## src/rtl/cluster_stats_if.sv

```systemverilog
// Record stream from cluster_stats to the centroid/output stage.
// Master drives one record per non-empty cluster; slave returns out_ready.
interface cluster_stats_if #(
    parameter int AW = 4,
    parameter int LW = 4,
    parameter int CW = 8
);
    logic              out_valid;
    logic              out_ready;
    logic [LW-1:0]     out_label;
    logic [AW:0]       out_count;
    logic [CW+AW-1:0]  out_sum_x;
    logic [CW+AW-1:0]  out_sum_y;
    logic [CW+AW-1:0]  out_sum_z;

    modport master (
        output out_valid, out_label, out_count, out_sum_x, out_sum_y, out_sum_z,
        input  out_ready
    );

    modport slave (
        input  out_valid, out_label, out_count, out_sum_x, out_sum_y, out_sum_z,
        output out_ready
    );
endinterface

```

## src/rtl/cluster_stats.sv

```systemverilog
// Per-cluster point count and xyz sums; done 1+N+1+(2^LW-1)+E+1 cycles after start accept.
// Record fields hold while out_valid=1 and out_ready=0; the label scan stalls until transfer.
module cluster_stats #(
    parameter int N  = 16,
    parameter int AW = 4,
    parameter int LW = 4,
    parameter int CW = 8
) (
    input  logic              clk,
    input  logic              rst,
    input  logic              start,
    output logic [AW-1:0]     raddr,
    input  logic [LW-1:0]     rlabel,
    input  logic [CW-1:0]     rx,
    input  logic [CW-1:0]     ry,
    input  logic [CW-1:0]     rz,
    cluster_stats_if.master   rec,
    output logic [LW-1:0]     num_clusters,
    output logic [AW:0]       noise_count,
    output logic              busy,
    output logic              done
);
    localparam int              NL        = (1 << LW) - 1;
    localparam logic [AW-1:0]   LAST_ADDR = AW'(N - 1);
    localparam logic [LW-1:0]   LAST_LBL  = LW'(NL);

    typedef enum logic [2:0] {IDLE, CLEAR, READ, DRAIN, EMIT, FIN} state_t;

    state_t state, state_nxt;

    logic [AW:0]      cnt [1:NL];
    logic [CW+AW-1:0] sx  [1:NL];
    logic [CW+AW-1:0] sy  [1:NL];
    logic [CW+AW-1:0] sz  [1:NL];
    logic [LW-1:0]    p;

    logic clr, acc_en, load, xfer, p_adv;

    always_ff @(posedge clk) begin
        if (rst) state <= IDLE;
        else     state <= state_nxt;
    end

    always_comb begin
        state_nxt = state;
        clr       = 1'b0;
        acc_en    = 1'b0;
        load      = 1'b0;
        xfer      = 1'b0;
        p_adv     = 1'b0;
        case (state)
            IDLE:  if (start) state_nxt = CLEAR;
            CLEAR: begin
                clr       = 1'b1;
                state_nxt = READ;
            end
            READ: begin
                // Memory data lags the address by one cycle; raddr=0 has nothing to retire yet.
                acc_en = (raddr != '0);
                if (raddr == LAST_ADDR) state_nxt = DRAIN;
            end
            DRAIN: begin
                acc_en    = 1'b1;
                state_nxt = EMIT;
            end
            EMIT: begin
                if (!rec.out_valid) begin
                    if (cnt[p] == '0) p_adv = 1'b1;
                    else              load  = 1'b1;
                end else if (rec.out_ready) begin
                    xfer  = 1'b1;
                    p_adv = 1'b1;
                end
                if (p_adv && p == LAST_LBL) state_nxt = FIN;
            end
            FIN:     if (done && !start) state_nxt = IDLE;
            default: state_nxt = IDLE;
        endcase
    end

    always_ff @(posedge clk) begin
        if (rst) begin
            for (int i = 1; i <= NL; i++) begin
                cnt[i] <= '0;
                sx[i]  <= '0;
                sy[i]  <= '0;
                sz[i]  <= '0;
            end
            raddr         <= '0;
            p             <= LW'(1);
            num_clusters  <= '0;
            noise_count   <= '0;
            busy          <= 1'b0;
            done          <= 1'b0;
            rec.out_valid <= 1'b0;
            rec.out_label <= '0;
            rec.out_count <= '0;
            rec.out_sum_x <= '0;
            rec.out_sum_y <= '0;
            rec.out_sum_z <= '0;
        end else begin
            if (state == IDLE && start) busy <= 1'b1;

            if (clr) begin
                for (int i = 1; i <= NL; i++) begin
                    cnt[i] <= '0;
                    sx[i]  <= '0;
                    sy[i]  <= '0;
                    sz[i]  <= '0;
                end
                num_clusters <= '0;
                noise_count  <= '0;
                raddr        <= '0;
            end

            if (state == READ && raddr != LAST_ADDR) raddr <= raddr + AW'(1);

            // Each entry is read and written from flops every cycle, so repeated labels need no bypass.
            if (acc_en) begin
                if (rlabel != '0) begin
                    cnt[rlabel] <= cnt[rlabel] + (AW+1)'(1);
                    sx[rlabel]  <= sx[rlabel] + (CW+AW)'(rx);
                    sy[rlabel]  <= sy[rlabel] + (CW+AW)'(ry);
                    sz[rlabel]  <= sz[rlabel] + (CW+AW)'(rz);
                end else begin
                    noise_count <= noise_count + (AW+1)'(1);
                end
            end

            if (state == DRAIN) p <= LW'(1);
            if (p_adv)          p <= p + LW'(1);

            if (load) begin
                rec.out_valid <= 1'b1;
                rec.out_label <= p;
                rec.out_count <= cnt[p];
                rec.out_sum_x <= sx[p];
                rec.out_sum_y <= sy[p];
                rec.out_sum_z <= sz[p];
                num_clusters  <= num_clusters + LW'(1);
            end
            if (xfer) rec.out_valid <= 1'b0;

            if (state == FIN) begin
                if (!done) begin
                    done <= 1'b1;
                    busy <= 1'b0;
                end else if (!start) begin
                    done <= 1'b0;
                end
            end
        end
    end
endmodule

```

## src/flat_wrapper.sv

```systemverilog
// flat-port wrapper written by rule: the top's interface ports become plain ports
module cluster_stats_flat 
#(
    parameter int N  = 16,
    parameter int AW = 4,
    parameter int LW = 4,
    parameter int CW = 8
)
  (clk, rst, start, raddr, rlabel, rx, ry, rz, num_clusters, noise_count, busy, done, rec_out_valid, rec_out_label, rec_out_count, rec_out_sum_x, rec_out_sum_y, rec_out_sum_z, rec_out_ready);
  cluster_stats_if #(.AW(AW), .LW(LW), .CW(CW)) rec_i ();
  input  logic clk;
  input  logic rst;
  input  logic start;
  output logic [AW-1:0] raddr;
  input  logic [LW-1:0] rlabel;
  input  logic [CW-1:0] rx;
  input  logic [CW-1:0] ry;
  input  logic [CW-1:0] rz;
  output logic [LW-1:0] num_clusters;
  output logic [AW:0] noise_count;
  output logic busy;
  output logic done;
  output wire logic [$bits(rec_i.out_valid)-1:0] rec_out_valid;
  output wire logic [$bits(rec_i.out_label)-1:0] rec_out_label;
  output wire logic [$bits(rec_i.out_count)-1:0] rec_out_count;
  output wire logic [$bits(rec_i.out_sum_x)-1:0] rec_out_sum_x;
  output wire logic [$bits(rec_i.out_sum_y)-1:0] rec_out_sum_y;
  output wire logic [$bits(rec_i.out_sum_z)-1:0] rec_out_sum_z;
  input wire logic [$bits(rec_i.out_ready)-1:0] rec_out_ready;
  assign rec_out_valid = rec_i.out_valid;
  assign rec_out_label = rec_i.out_label;
  assign rec_out_count = rec_i.out_count;
  assign rec_out_sum_x = rec_i.out_sum_x;
  assign rec_out_sum_y = rec_i.out_sum_y;
  assign rec_out_sum_z = rec_i.out_sum_z;
  assign rec_i.out_ready = rec_out_ready;
  cluster_stats #(.N(N), .AW(AW), .LW(LW), .CW(CW)) u_core (.clk(clk), .rst(rst), .start(start), .raddr(raddr), .rlabel(rlabel), .rx(rx), .ry(ry), .rz(rz), .rec(rec_i), .num_clusters(num_clusters), .noise_count(noise_count), .busy(busy), .done(done));
endmodule
```

## config.mk

```make
export PLATFORM = sky130hd
export DESIGN_NAME = cluster_stats_flat
export DESIGN_NICKNAME = d
export VERILOG_FILES = /design/src/rtl/cluster_stats_if.sv /design/src/rtl/cluster_stats.sv /design/src/flat_wrapper.sv
export SDC_FILE = /design/constraint.sdc
export NUM_CORES = 1
export LEC_CHECK = 0
export CORE_AREA = 3 3 276 278
export DETAILED_ROUTE_END_ITERATION = 10
export DIE_AREA = 0 0 279 281
export MAX_ROUTING_LAYER = met4
export PLACE_DENSITY = 0.66
export SETUP_SLACK_MARGIN = 0.05
export SKIP_LAST_GASP = 1
export SLEW_MARGIN = 10
export SYNTH_ARGS = -nofsm -noshare
export SYNTH_HDL_FRONTEND = slang
export SYNTH_SLANG_ARGS = --single-unit
export TNS_END_PERCENT = 5
```

## constraint.sdc

```tcl
create_clock -name clk -period 7.1 [get_ports clk]
set_input_delay 1.42 -clock clk [delete_from_list [all_inputs] [get_ports clk]]
set_output_delay 1.42 -clock clk [all_outputs]
set_load 0.005 [all_outputs]
```

==> results.sh <==
export IMPL_nNetsFinal=2562
export IMPL_min_period_ps=5380
export IMPL_first_iter_violations=2797
export IMPL_finalMaxSlewViolations=0
export IMPL_worst_setup_path_type="in -> reg"
export IMPL_design_area_sq_um=41600
export IMPL_synth_flop_cell="edfxtp_1"
export IMPL_dp_hpwl_um=58200
export IMPL_initial_utilization_pct=49.8
export IMPL_vias_per_cell=6.55
export IMPL_wire_per_inst_um=30.5
export IMPL_setup_violations=0
export IMPL_maxCapViolCount=0
export IMPL_wl_met3_um=11600
export IMPL_clock_sinks=728
export IMPL_dieArea_sq_um=78400
export IMPL_top_layer_used="met4"
export IMPL_p_leak_nw=15.5
export IMPL_relSlewSlack_pct=15.9
export IMPL_skew_ps=23.0
export IMPL_netlist_instances=2430
export IMPL_ios=93
export IMPL_antenna_cells=0
export IMPL_cts_resized_gates=0
export IMPL_routed_wl_um=108000
export IMPL_cts_root_buf="clkbuf_16"
export IMPL_path_clk_slew_ps=60
export IMPL_antenna_found_initial=0
export IMPL_cts_buffers=79
export IMPL_post_cts_buffers=0
export IMPL_drc_errors=0
export IMPL_status="completed"
export IMPL_worstMarginPinSlew_ps=1260
export IMPL_core_area_sq_um=74200
export IMPL_num_vias=23100
export IMPL_gp_routability_congestion=0.817
export IMPL_crit_path_end_kind="flop"
export IMPL_firstDrtPassIters=7
export IMPL_grt_ovfl_total=0
export IMPL_clock_path_buffers=3
export IMPL_dpl_cell_count=3385
export IMPL_ys_ff_latch=728
export IMPL_cts_tree="built"
export IMPL_dieWidth_um=279
export IMPL_rsz0062_at_grt="no"
export IMPL_cts_max_level=3
export IMPL_hold_class="reg -> reg"
export IMPL_arrival_ps=5720
export IMPL_insertion_delay_ps=630
export IMPL_drive_gt1_share_pct=27.0
export IMPL_grt_pass1_vias=23500
export IMPL_die_y_um=281
export IMPL_fin_hold_ws_ps=479
export IMPL_hold_violations=0
export IMPL_yosysWarnings=0
export IMPL_yosysUniqueCellTypes=59
export IMPL_rows=100
export IMPL_period_share_pct=75.8
export IMPL_seq_area_frac_synth_pct=57.2
export IMPL_startpoint_type="input pin"
export IMPL_synth_edf_count=656
export IMPL_dpl_instance_area_sq_um=39000
export IMPL_hold_buffers=0
export IMPL_final_antenna_net_count=0
export IMPL_cp_required_ps=7430
export IMPL_syn_cell_area_sq_um=37000
export IMPL_instances_no_fill=3532
export IMPL_wl_met1_um=40100
export IMPL_grt_pass1_wl_um=158000
export IMPL_wl_met2_um=52500
export IMPL_vdd_drop_max_mv=0.169
export IMPL_setup_tns_ps=0
export IMPL_numPortBuffers=92
export IMPL_grt_max_degree=127
export IMPL_synthArstFlopShare_pct=0
export IMPL_synth_avg_cell_area_sq_um=15.2
export IMPL_max_freq_ghz=0.186
export IMPL_worst_path_max_fanout=55
export IMPL_area_delta_synth_final_pct=12.4
export IMPL_pwr_density_cell_nw_per_um2=274
export IMPL_grt_use_total_pct=28.7
## power breakdown
group | internal (mW) | leakage, nW | switching (mW)
Clock | 2.40 | 1.26 | 1.71
Sequential | 5.18 | 7.49 | 0.208
Combinational | 0.741 | 6.71 | 1.17
## cell type report
type / instances / area [sq um]
clock inverters: 35 / 315
repair buffers: 165 / 1590
fillers: 5819 / 32600
well taps: 969 / 1210
clock buffers: 112 / 2250
multi-input cells: 1478 / 14900
inverters: 45 / 169
flip-flops and latches: 728 / 21200
## synth_stat cells (6+ instances only)
| library cell | n | share of area, % |
|---|---|---|
| a21o_1 | 7 | 0.14 |
| a21oi_1 | 33 | 0.45 |
| a22oi_1 | 6 | 0.12 |
| and2_1 | 29 | 0.49 |
| and3_1 | 68 | 1.2 |
| buf_1 | 8 | 0.081 |
| buf_2 | 52 | 0.70 |
| buf_4 | 8 | 0.16 |
| buf_6 | 12 | 0.37 |
| clkbuf_1 | 136 | 1.4 |
| dfxtp_1 | 72 | 3.9 |
| edfxtp_1 | 656 | 53 |
| ha_1 | 30 | 1.0 |
| inv_1 | 35 | 0.36 |
| inv_2 | 10 | 0.10 |
| mux2i_1 | 45 | 1.2 |
| mux4_2 | 405 | 25 |
| nand2_1 | 60 | 0.61 |
| nand3_1 | 29 | 0.39 |
| nor2_1 | 586 | 5.9 |
| nor2_2 | 15 | 0.25 |
| nor2b_1 | 16 | 0.27 |
| nor3_1 | 9 | 0.12 |
| o21a_1 | 6 | 0.12 |
| o21ai_0 | 9 | 0.12 |
| xnor2_1 | 8 | 0.19 |
| xor2_1 | 10 | 0.24 |
| xor2_4 | 7 | 0.52 |
## cell families (layout without fill, tap and decap cells)
logic type,Yosys count,count (layout),synth area share (%)
buffers and inverters,264,357,3.30
and+or+nand+nor,839,839,9.78
other,1,41,0.0101
DFF,728,728,57.2
xor gates and xnor gates,32,32,1.26
AOI/OAI and AO/OA,82,82,1.41
muxes,451,451,25.9
adders and majority gates,33,33,1.18
## through the flow
| stage | setup WS (ps) | power [mW] | utilization (%) |
|---|---|---|---|
| 6_report | 1720 | 11.4 | 56.1 |
| 5_1_grt | 1380 | 11.8 | 56.1 |
| 4_1_cts | 1690 | 11.4 | 56.0 |
| 3_5_place_dp | 1040 | 7.37 | 52.6 |
| 3_3_place_gp | 1100 | 7.29 | 52.6 |
| 2_1_floorplan | 1370 | 6.71 | - |
## final timing paths
path | slack, ps | depth (start not counted) | end | start
min reg2reg | 480 | 2 | u_core.rec.out_count[0]$_SDFFE_PP0P_ | u_core.rec.out_count[0]$_SDFFE_PP0P_
max reg2reg | 2790 | 8 | u_core.sy[12][5]$_SDFFCE_PN0P_ | u_core.raddr[0]$_SDFFE_PP0P_
min | 480 | 2 | u_core.rec.out_count[0]$_SDFFE_PP0P_ | u_core.rec.out_count[0]$_SDFFE_PP0P_
max | 1720 | 12 | u_core.sy[8][8]$_SDFFCE_PN0P_ | rlabel[0]
## per-layer routing
metal | vias to the layer above | GRT usage, %
li1 | 9421 | -
met1 | 12000 | 37.8
met2 | 1431 | 45.6
met3 | 247 | 5.73
met4 | 0 | 9.04
met5 | - | -
## critical path, stage by stage
cell and delay [ps]:
buf_8 520, buf_4 470, mux4_2 550, mux4_2 470, ha_1 350, a21o_1 210
a21oi_1 220, o21bai_1 110, a21oi_1 220, o21ai_0 290, xnor2_2 660, nor2_1 120
## placed cells by master (no fill, tap or decap), types with 11 or more instances in the layout
master           Yosys  routed
nand2_2              2      28
inv_1               35      35
nand2_1             60      34
ha_1                30      30
clkdlybuf4s50_1      0      87
buf_4                8      65
clkbuf_8             0      11
clkinv_1             0      11
clkinv_2             0      11
conb_1               1      41
dfxtp_1             72      68
nor2_2              15      17
clkbuf_16            0      81
a21oi_1             33      33
and2_1              29      29
mux4_2             405     405
nand3_1             29      25
and3_1              68      68
nor2_1             586     584
edfxtp_1           656     656
nor2b_1             16      16
clkbuf_1           136      20
mux2i_1             45      45
## state kept, by name, indices dropped and copies added (netlist names), 5 cells and up, named ones only
register and flops:
u_core.cnt 80, u_core.noise_count 5, u_core.rec.out_count 5, u_core.rec.out_sum_x 12, u_core.rec.out_sum_y 12, u_core.rec.out_sum_z 12
u_core.sx 192, u_core.sy 192, u_core.sz 192
(Power assumes the default switching activity.)
==> patch 1 (same flow settings) <==
Register the output `noise_count` once more; this adds one clock of latency there. The other outputs are not delayed to match.
--- a/src/rtl/cluster_stats.sv
+++ b/src/rtl/cluster_stats.sv
@@ -25,6 +25,8 @@
     localparam logic [LW-1:0]   LAST_LBL  = LW'(NL);
 
     typedef enum logic [2:0] {IDLE, CLEAR, READ, DRAIN, EMIT, FIN} state_t;
+
+    logic [AW:0] noise_count_s0;
 
     state_t state, state_nxt;
 
@@ -89,7 +91,7 @@
             raddr         <= '0;
             p             <= LW'(1);
             num_clusters  <= '0;
-            noise_count   <= '0;
+            noise_count_s0 <= '0;
             busy          <= 1'b0;
             done          <= 1'b0;
             rec.out_valid <= 1'b0;
@@ -109,7 +111,7 @@
                     sz[i]  <= '0;
                 end
                 num_clusters <= '0;
-                noise_count  <= '0;
+                noise_count_s0 <= '0;
                 raddr        <= '0;
             end
 
@@ -123,7 +125,7 @@
                     sy[rlabel]  <= sy[rlabel] + (CW+AW)'(ry);
                     sz[rlabel]  <= sz[rlabel] + (CW+AW)'(rz);
                 end else begin
-                    noise_count <= noise_count + (AW+1)'(1);
+                    noise_count_s0 <= noise_count_s0 + (AW+1)'(1);
                 end
             end
 
@@ -151,5 +153,9 @@
             end
         end
     end
+    always_ff @(posedge clk) begin
+        noise_count <= noise_count_s0;
+    end
+
 endmodule
 
Function: not settled (the Yosys comparison gave no result); the edit may change what the design does.
==> patch 1 against the unedited design <==
- sequential share of layout area rose by 0.11 points
- count of clock-buffer cells in the layout rose by 16
- design area rose by 0.26%
- highest routed layer unchanged
- setup slack got worse by 170 ps
- synthesized area barely moved
- sequential cell count rose by 5
- wire length rose by 0.21%
- sequential power rose by 3%
- power rose by 4.0%
==> patch 1: results (changes against the unedited design) <==
status=finished clean; nets@finish=2578 (+0.62%); DP HPWL=59.0 mm (+1.4%); routed length per instance=30.5 um (-0.24%); TritonCTS Buffers=81 (+2.5%); critical path peak fanout=63 (+15%); maximum VDD drop=0.153 mV (-9.7%); 1st-pass router iterations=6 (-1); Vias=23217 (+0.35%); critical path's slowest cell=xor2_1; Hold Path Origin=u_core.noise_count_s0[4]$_SDFF_PP0_; GP Congestion=0.842 (+3.1%); Post-Place Cells=3399 (+0.41%); hold_ws=369 ps (-110 ps); DP Worst Slack=927 ps (-113 ps); overall routing resource usage=28.8% (+0.12 points); Post-synth EDFFs=656 (unchanged); RR Startpoint=u_core.sz[14][0]$_SDFFCE_PN0P_; H-tree depth=3 (unchanged); Port Buffers=92 (unchanged); most frequent cells after synthesis=656 x edfxtp_1, 592 x nor2_1, 402 x mux4_2, 141 x clkbuf_1, 77 x dfxtp_1; layout cells sized above 1=26.7% (-0.28 points); vias in the first global route=23665 (+0.65%); leakage=0.0152 uW (-1.6%); worst hold endpoint=u_core.noise_count[4]$_DFF_P_; skew final=37.5 ps (+14.5 ps); final WL=108 mm (+0.21%); Clock Latency Late Sink=640 ps; Hold Path Depth=0 (-2); Worst Setup EP=u_core.sz[9][8]$_SDFFCE_PN0P_; Syn Inst Count=2428 (-0.082%); # diodes=0 (unchanged); dpl cell area=39100 sq um (+0.15%); r2r worst-path depth=13 (+5); first-pass GRT wire length=158 mm (+0.32%); Fillers=5678 (-2.4%); Synth area leaders=edfxtp_1 53%, mux4_2 24%, nor2_1 6.0%, dfxtp_1 4.2%, clkbuf_1 1.4%; fin crit period=5560 ps (+174 ps); Hold Path Class=reg2reg; CP max stage delay=870 ps (+210 ps); largest net degree at the start of global routing=114 (-10%); worst reg-to-reg setup slack=2740 ps (-50 ps); commonest register cell after synthesis=edfxtp_1; Worst-Margin Slew=1160 ps (-95.0 ps); leading registers by flop count=u_core.sx (192), u_core.sy (192), u_core.sz (192); sequential share of the synthesized area=57.5% (+0.32 points); critical path arrival=5900 ps (+180 ps); Starting DRT DRC Count=2750 (-1.7%); count of cell types in the netlist=67 (+14%); crit-path leading delay family=multiplexers
## patch 1: final cells by class
cell class | count | area, sq um | area share (%)
repair buffers | 179 | 1620 | 3.89
well taps | 969 | 1210 | 2.91
clock inverters | 21 | 208 | 0.498
flip-flops and latches | 733 | 21300 | 51.0
inverters | 48 | 180 | 0.432
clock buffers | 128 | 2400 | 5.75
multi-input cells | 1470 | 14800 | 35.6
## patch 1: report_power, final
| part | internal, uW | total, uW | switching, uW |
|---|---|---|---|
| clock network | 2430 | 4150 | 1720 |
| logic | 832 | 2140 | 1310 |
| registers | 5320 | 5570 | 247 |
| total | 8580 | 11900 | 3280 |
## patch 1: logic make-up (layout without fill, tap and decap cells)
family | after synthesis | count (layout) | share of synthesized area [%]
AOI/OAI and AO/OA | 93 | 93 | 1.71
xor gates and xnor gates | 33 | 33 | 0.965
adders and majority gates | 33 | 33 | 1.18
buffers and inverters | 265 | 376 | 3.17
DFF | 733 | 733 | 57.5
muxes | 456 | 456 | 26.0
other | 1 | 41 | 0.0101
and+or+nand+nor | 814 | 814 | 9.52
## patch 1: per-layer routing
metal / global-route usage (%) / routed length [um]
met5: - / 0
met4: 10.1 / 3800
met3: 5.34 / 11600
met2: 45.7 / 52300
met1: 38.0 / 40300
## patch 1: metrics by stage
stage,total power [uW],utilization (%)
3_3_place_gp,7680,52.6
4_1_cts,11900,56.2
6_report,11900,56.2
3_5_place_dp,7760,52.6
2_1_floorplan,6990,-
5_1_grt,12300,56.2
==> patch 2 (same settings) <==
Without the edit above. `N` is set to 16 in 2 places; all go to 8.
--- a/src/rtl/cluster_stats.sv
+++ b/src/rtl/cluster_stats.sv
@@ -1,7 +1,7 @@
 // Per-cluster point count and xyz sums; done 1+N+1+(2^LW-1)+E+1 cycles after start accept.
 // Record fields hold while out_valid=1 and out_ready=0; the label scan stalls until transfer.
 module cluster_stats #(
-    parameter int N  = 16,
+    parameter int N  = 8,
     parameter int AW = 4,
     parameter int LW = 4,
     parameter int CW = 8
--- a/src/flat_wrapper.sv
+++ b/src/flat_wrapper.sv
@@ -1,7 +1,7 @@
 // flat-port wrapper written by rule: the top's interface ports become plain ports
 module cluster_stats_flat 
 #(
-    parameter int N  = 16,
+    parameter int N  = 8,
     parameter int AW = 4,
     parameter int LW = 4,
     parameter int CW = 8
Function: not settled (the Yosys comparison gave no result); the edit may change what the design does.
==> patch 2 against the unedited design <==
- wire length grew 1.2%
- synthesized area fell by 0.54%
- global-route usage increased by 0.50 points
- sequential cell count did not move
- critical endpoint is now u_core.sx[13][10]$_SDFFCE_PN0P_
- critical path depth up 1
- power up 1.3%
- design area shrank 0.48%
- setup slack got worse by 140 ps
- combinational power increased by 5%
- clock skew up 11 ps
- non-clock buffer count up 7
==> patch 2: results (changes against the unedited design) <==
status=finished clean; critical path peak fanout=64 (+16%); top-area cell type share of the netlist area=53.5% (+0.29 points); Multi-input comb cells=1477 (-0.068%); Starting DRT DRC Count=3015 (+7.8%); worst reg-to-reg setup slack=2830 ps (+40 ps); dpl cell area=38800 sq um (-0.40%); met1 usage=38.5% (+0.69 points); skew final=34.3 ps (+11.3 ps); DP Worst Slack=958 ps (-81.5 ps); Plain + repair buffers=172 (+4.2%); sequential share of the synthesized area=57.5% (+0.31 points); most frequent cells after synthesis=656 x edfxtp_1, 599 x nor2_1, 402 x mux4_2, 146 x clkbuf_1, 72 x dfxtp_1; Non-clk invs=46 (+2.2%); routed length per instance=30.8 um (+0.94%); WL met1=40.6 mm (+1.3%); r2r worst-path depth=12 (+4); GP Congestion=0.824 (+0.94%); # diodes=2 (+2); overall routing resource usage=29.2% (+0.50 points); count of cell types in the netlist=54 (-8.5%); leakage=0.0151 uW (-2.2%); Vias=23280 (+0.62%); Synth area leaders=edfxtp_1 54%, mux4_2 25%, nor2_1 6.1%, dfxtp_1 3.9%, mux2i_1 1.5%; GR met3 Demand/Resource=6.13% (+0.40 points); 1st-pass router iterations=5 (-2); critical path's slowest cell=mux4_2; Fillers=5848 (+0.50%); DR WL met2=52.5 mm (about the same); layout cells sized above 1=25.3% (-1.7 points); RR Startpoint=u_core.sx[3][0]$_SDFFCE_PN0P_; vias in the first global route=23835 (+1.4%); NonClk Buf Share=3.79% (-0.036 points); worst hold endpoint=u_core.noise_count[4]$_SDFF_PP0_; GR Util met2=46.3% (+0.68 points); Clock buf/inv share=6.10% (-0.073 points); multi-input combinational area share=35.6% (-0.18 points)
patch 2: cell types whose count changed after synthesis, moves of 7 or more:
cell,change
buf_2,-20
clkbuf_1,+10
inv_1,+11
inv_2,-10
mux2i_1,+10
nand3_1,-13
nor2_1,+13
nor2_2,-15
xor2_4,-7
patch 2: worst max-delay path by stage:
stage                                                 end  cells after the start      start
after global routing       u_core.sy[3][10]$_SDFFCE_PN0P_                     13  rlabel[0]
after CTS                 u_core.sx[13][10]$_SDFFCE_PN0P_                     13  rlabel[0]
after detailed placement  u_core.sx[13][10]$_SDFFCE_PN0P_                     13  rlabel[0]
after floorplan             u_core.sx[9][8]$_SDFFCE_PN0P_                     17  rlabel[0]
after global placement    u_core.sx[14][10]$_SDFFCE_PN0P_                     13  rlabel[0]
final                     u_core.sx[13][10]$_SDFFCE_PN0P_                     13  rlabel[0]
patch 2: critical path, delay by kind of cell:
kind,cells,cell delay (ps)
multiplexers,2,1080
XOR/XNOR,1,550
adder cells (fa/ha/maj),2,790
AO/OA/AOI/OAI,5,1040
AND/OR/NAND/NOR,2,270
buffers and inverters,1,540
patch 2: logic make-up (layout without fill, tap and decap cells):
group           after synthesis  in the layout  share of synthesized area, %
simple gates                825            825                          9.54
buf+inv                     262            364                          3.16
xor+xnor                     32             32                         0.946
mux                         457            457                          26.1
other cells                   1             43                        0.0102
flops                       728            728                          57.5
fa+ha+maj                    33             33                          1.18
compound gates               89             89                          1.59
patch 2: stage by stage:
step | hold slack (ps) | instances
after floorplan | 468 | 2467
after global placement | 460 | 3392
after detailed placement | 477 | 3392
after CTS | 485 | 3538
after global routing | 525 | 3540
final | 478 | 3540
patch 2: report_power, final:
group	switching, uW	total [uW]	internal (uW)
clock	1730	4080	2350
sequential	227	5480	5250
combinational	1240	2000	766
